--- config.mk ---
export PLATFORM = sky130hd
export DESIGN_NAME = ag_ps2_rx
export DESIGN_NICKNAME = d
export VERILOG_FILES = /design/src/rtl/ag_ps2_rx.sv
export SDC_FILE = /design/constraint.sdc
export NUM_CORES = 1
export LEC_CHECK = 0
export CORE_MARGIN = 3
export CORE_UTILIZATION = 55
export DETAILED_ROUTE_END_ITERATION = 10
export DONT_BUFFER_PORTS = 1
export HOLD_SLACK_MARGIN = 0.02
export PLACE_DENSITY = 0.7
export SKIP_CTS_REPAIR_TIMING = 1
export SLEW_MARGIN = 20
export SYNTH_ARGS = -nofsm -noshare
export SYNTH_HDL_FRONTEND = slang
export SYNTH_SLANG_ARGS = --single-unit
--- constraint.sdc ---
create_clock -name clk -period 2.6 [get_ports clk]
set_input_delay 0.52 -clock clk [delete_from_list [all_inputs] [get_ports clk]]
set_output_delay 0.52 -clock clk [all_outputs]
set_load 0.03 [all_outputs]
--- src/rtl/ag_ps2_rx.sv ---
// PS/2 device-to-host receiver: synchronizes the raw bus, detects ps2_clk
// falling edges, assembles 11-bit frames and decodes E0/F0 prefixes into
// code/released/extended with a one-cycle code_valid strobe.
// Optional glitch filter on the synchronized ps2_clk: define AG_PS2_FILTER_EN.
//
// state | meaning
// IDLE  | waiting for a start bit (data=0 on a ps2_clk falling edge)
// RECV  | shifting in D0..D7, parity, stop; inactivity timer running
// CHECK | one cycle: verify parity/stop, handle prefix or emit code
module ag_ps2_rx #(
  parameter int TIMEOUT_CYCLES = 10000,
  parameter int FILT_LEN       = 8
) (
  input  logic       clk,
  input  logic       rst,
  input  logic [1:0] ps2_bus,
  output logic [7:0] code,
  output logic       code_valid,
  output logic       released,
  output logic       extended,
  output logic       frame_err
);

  localparam int TW = $clog2(TIMEOUT_CYCLES + 1);

  typedef enum logic [1:0] {IDLE, RECV, CHECK} state_t;

  state_t      state;
  logic [1:0]  sync1;
  logic [1:0]  sync2;
  logic        clk_use;
  logic        clk_prev;
  logic        fall;
  logic        data_bit;
  logic [9:0]  shift;
  logic [3:0]  bit_cnt;
  logic [TW-1:0] timer;
  logic        rel;
  logic        ext;
  logic        parity_ok;
  logic        stop_ok;

  // FILT_LEN only matters with the filter; this keeps it referenced in every build.
  if (FILT_LEN > 0) begin : g_filt_len_ref
  end

  // Two-flop synchronizer on both bus bits; idle bus level is high.
  always_ff @(posedge clk) begin
    if (rst) begin
      sync1 <= 2'b11;
      sync2 <= 2'b11;
    end else begin
      sync1 <= ps2_bus;
      sync2 <= sync1;
    end
  end

`ifdef AG_PS2_FILTER_EN
  localparam int FW = $clog2(FILT_LEN + 1);
  logic [FW-1:0] filt_cnt;

  // Glitch filter: accept a new ps2_clk level only after FILT_LEN equal samples.
  always_ff @(posedge clk) begin
    if (rst) begin
      clk_use  <= 1'b1;
      filt_cnt <= '0;
    end else if (sync2[1] == clk_use) begin
      filt_cnt <= '0;
    end else if (filt_cnt == FW'(FILT_LEN - 1)) begin
      clk_use  <= sync2[1];
      filt_cnt <= '0;
    end else begin
      filt_cnt <= filt_cnt + 1'b1;
    end
  end
`else
  assign clk_use = sync2[1];
`endif

  // Previous ps2_clk level for falling-edge detection.
  always_ff @(posedge clk) begin
    if (rst) clk_prev <= 1'b1;
    else     clk_prev <= clk_use;
  end

  assign fall      = clk_prev & ~clk_use;
  assign data_bit  = sync2[0];
  assign parity_ok = ^shift[8:0];
  assign stop_ok   = shift[9];

  // Frame reception, error detection and prefix decoding.
  always_ff @(posedge clk) begin
    if (rst) begin
      state      <= IDLE;
      shift      <= '0;
      bit_cnt    <= '0;
      timer      <= '0;
      rel        <= 1'b0;
      ext        <= 1'b0;
      code       <= 8'h00;
      code_valid <= 1'b0;
      released   <= 1'b0;
      extended   <= 1'b0;
      frame_err  <= 1'b0;
    end else begin
      code_valid <= 1'b0;
      frame_err  <= 1'b0;
      case (state)
        IDLE: begin
          timer <= '0;
          if (fall && !data_bit) begin
            state   <= RECV;
            bit_cnt <= '0;
          end
        end
        RECV: begin
          if (fall) begin
            shift <= {data_bit, shift[9:1]};
            timer <= '0;
            if (bit_cnt == 4'd9) begin
              state   <= CHECK;
              bit_cnt <= '0;
            end else begin
              bit_cnt <= bit_cnt + 1'b1;
            end
          end else if (timer == TW'(TIMEOUT_CYCLES - 1)) begin
            frame_err <= 1'b1;
            rel       <= 1'b0;
            ext       <= 1'b0;
            timer     <= '0;
            bit_cnt   <= '0;
            state     <= IDLE;
          end else begin
            timer <= timer + 1'b1;
          end
        end
        CHECK: begin
          state <= IDLE;
          if (parity_ok && stop_ok) begin
            if (shift[7:0] == 8'hE0) begin
              ext <= 1'b1;
            end else if (shift[7:0] == 8'hF0) begin
              rel <= 1'b1;
            end else begin
              code       <= shift[7:0];
              released   <= rel;
              extended   <= ext;
              code_valid <= 1'b1;
              rel        <= 1'b0;
              ext        <= 1'b0;
            end
          end else begin
            frame_err <= 1'b1;
            rel       <= 1'b0;
            ext       <= 1'b0;
          end
        end
        default: state <= IDLE;
      endcase
    end
  end

endmodule

==> results by group <==
Yosys
  – Synth cell count leaders: 49 x dfxtp_1, 33 x nand2_1, 33 x nor2_1, 16 x a21oi_1, 13 x mux2i_1
  – Warnings from Yosys: 0
  – Distinct cells, synth: 44
  – Ys flop type: dfxtp_1
  – Syn_nets: about 270
  – Share of Yosys cell area claimed by the top area cell type: 43.8%
  – EDFF count, synth: 0
  – Most common cell in the netlist: dfxtp_1
  – Synth top area cells: dfxtp_1 44%, ha_1 6.1%, mux2i_1 5.8%, nand2_1 5.5%, nor2_1 5.5%
  – Mapped cell area: 0.00224 mm^2
  – Top cell type by total area after synthesis: dfxtp_1
  – Mapped Cells: 254
  – Syn_area_per_cell: 8.82 um^2
  – Number of synthesized register bits: 49
  – Ys async rst share: 0%
  – Sequential-to-total area share from yosys stat: 43.8%

Power
  – Reg power frac: around three fifths
  – Net Sw Power: 303 uW
  – Clock share of power: 33.9%
  – Int Pwr: approximately 980 uW
  – Switching share of power: 23.6%
  – Pwr/cell area: 538 mW/mm^2
  – Leakage: between 0.0008 and 0.0009 uW
  – Pwr Total: 1280 uW
  – Combinational share of power: 6.6%
  – Peak VDD IR: 0.000375 V

Setup path
  – Startpoint Class: register
  – Slowest stage delay, CP: 0.38 ns
  – Crit path required time: 2.80 ns
  – Critical-path cell list: inv_1 > ha_1 > xnor3_1 > xnor2_1 > o32ai_1 > mux2_2
  – Slowest CP cell: dfxtp_1
  – RR Startpoint: shift[1]$_SDFFE_PP0P_
  – Worst setup startpoint: shift[1]$_SDFFE_PP0P_
  – CP Class: reg -> reg
  – CP max FO: 4
  – R2R Setup Slk: ~0.52 ns
  – Worst R2R Path Depth: 6
  – Crit path to: rel$_SDFFE_PP0P_
  – Reg2reg end: rel$_SDFFE_PP0P_
  – Critical path data arrival time: 2.27 ns
  – Setup crit end kind: register

GRT
  – GRT Total Usage: 17.3%
  – Initial antenna violation count: 0
  – Number of global-route vias before repair: 1538
  – Met3 Usage GRT: 3.77%
  – Overflow after GRT: 0
  – M1 GR Usage: 26.3%
  – Global-route wire length before repair: 6.94 mm
  – M2 GR Usage: 23.6%
  – Largest net degree at the start of global routing: 45
  – Top Usage Layer GRT: met1

Clock tree
  – Worst-path clk slew: ~0.090 ns
  – Later-pin clock latency in the skew report: 0.30 ns
  – Clk sinks: 49
  – Cts bufs inserted: 5
  – Clock root cell: clkbuf_8
  – Longest Clk Path Bufs: 2
  – CTS tree: built
  – Total number of H-tree levels: 2

Cells and area
  – N_diodes: 0
  – Final Cell Area: 0.00238 mm^2
  – Post-layout nets: 271
  – Ratio of cells with drive above 1 in the final layout: 8.56%
  – Area growth from synthesis to layout: 6.20%

STA
  – Final Worst Setup Slack: 0.523 ns
  – Fmax: 481 MHz
  – RSZ-0062 raised after global routing: no
  – Skew final: 0.00950 ns
  – TNS Setup: 0 ns
  – Final Slew Violations: 0
  – Final worst path period share: between 70% and 80%
  – Fin. Hold Viols: 0
  – Clock period minus final worst setup slack: 2.08 ns
  – Final setup viols: 0
  – Slew @ Worst Pin: 0.617 ns
  – Worst hold slack: 0.279 ns
  – Slew headroom: 58.4%

Floorplanning
  – Ports: 16
  – Initial Util: between 50 and 60%
  – Die area: 0.00488 mm^2
  – Row count: 22
  – Core area: 0.00380 mm^2
  – Die H: 69.8 um
  – Die Wd: 69.8 um

Worst hold path
  – Hold Crit Class: in -> reg
  – Worst hold start: rst

Detailed routing
  – First DRT Iteration DRCs: approximately 140
  – Pre-antenna DRT Iters: 4
  – Vias post-DR: 1665
  – Drt total wl: 3.88 mm
  – Routed Antenna Nets: 0
  – Residual DRC: 0
  – Vias/cell: roughly 5.5
  – Wire length per cell: ~13 um

Placement
  – Final Wtd Congestion: 0.796
  – Place WS: 0.541 ns
  – IO buf count: 0
  – Dpl cell area: 0.00229 mm^2
  – DP HPWL: about 2.8 mm

Flow run
  – Max-cap violations: 0

Outcome
  – Status: completed
-- state kept, by name, indices dropped and copies added (netlist names) --
name	cells
timer	14
sync1	2
released	1
ext	1
rel	1
state	2
code	8
bit_cnt	4
frame_err	1
code_valid	1
sync2	2
clk_prev	1
shift	10
extended	1
-- area by class of cell --
| type | instances | area, um^2 |
|---|---|---|
| fillers | 353 | 1420 |
| multi-input cells | 184 | 1170 |
| flip-flops and latches | 49 | 981 |
| clock buffers | 6 | 72.6 |
| well taps | 48 | 60.1 |
| inverters | 11 | 41.3 |
| repair buffers | 5 | 37.5 |
| clock inverters | 2 | 15.0 |
-- cell families after synthesis --
group	count (synthesis)	synth area share [%]
AOI/OAI and AO/OA	34	9.32
xor gates and xnor gates	12	5.30
adders and majority gates	11	6.14
buffers and inverters	21	3.91
DFF	49	43.8
muxes	14	6.31
and+or+nand+nor	113	25.2
-- power groups by stage --
stage          logic [uW]  registers, uW  clock network [uW]
6_report             84.7            762                 433
3_5_place_dp         84.4            780                   0
2_1_floorplan        71.6            779                   0
3_3_place_gp         84.6            780                   0
4_1_cts              84.6            762                 451
5_1_grt              95.4            764                 471
-- how the worst min path moves through the flow --
stage               cells past startpoint               endpoint  slack (ns)
finish                                  1  extended$_SDFFE_PP0P_        0.28
global route                            1  shift[6]$_SDFFE_PP0P_        0.26
CTS                                     1  shift[6]$_SDFFE_PP0P_        0.27
detailed placement                      1    sync2[0]$_SDFF_PP1_        0.41
global placement                        1    sync2[0]$_SDFF_PP1_        0.39
floorplan                               1    sync2[0]$_SDFF_PP1_        0.39
-- placed cells by master, fill, tap and decap left out, types with 5 or more instances in the layout --
| cell | synthesis | layout |
|---|---|---|
| buf_4 | 0 | 5 |
| clkbuf_8 | 0 | 5 |
| o21ai_0 | 5 | 5 |
| a21oi_1 | 16 | 16 |
| ha_1 | 11 | 11 |
| or2_2 | 6 | 6 |
| mux2i_1 | 13 | 13 |
| nand4_1 | 6 | 6 |
| nand2_1 | 33 | 33 |
| nor2_1 | 33 | 33 |
| dfxtp_1 | 49 | 49 |
| xor2_1 | 7 | 7 |
| nor3_1 | 7 | 7 |
| inv_1 | 11 | 11 |
-- stage by stage --
stage               std cells  utilization (%)
global placement          297             60.3
floorplan                 254                -
CTS                       305             62.6
finish                    305             62.6
global route              305             62.6
detailed placement        297             60.3
-- routing by layer --
layer / share of wire (%) / vias to the layer above
met5: 0 / -
li1: - / 870
met3: 4.0 / 5
met1: 54 / 756
met4: 1.5 / 0
met2: 41 / 34
-- critical path, delay by kind of cell, from the launching register on --
kind                     cells  cell delay, ns
buffers and inverters        1            0.06
AO/OA/AOI/OAI                1            0.32
XOR/XNOR                     2            0.57
flip-flops                   1            0.38
multiplexers                 1            0.36
adder cells (fa/ha/maj)      1            0.29
No activity file was read; power rests on OpenSTA's default activity.
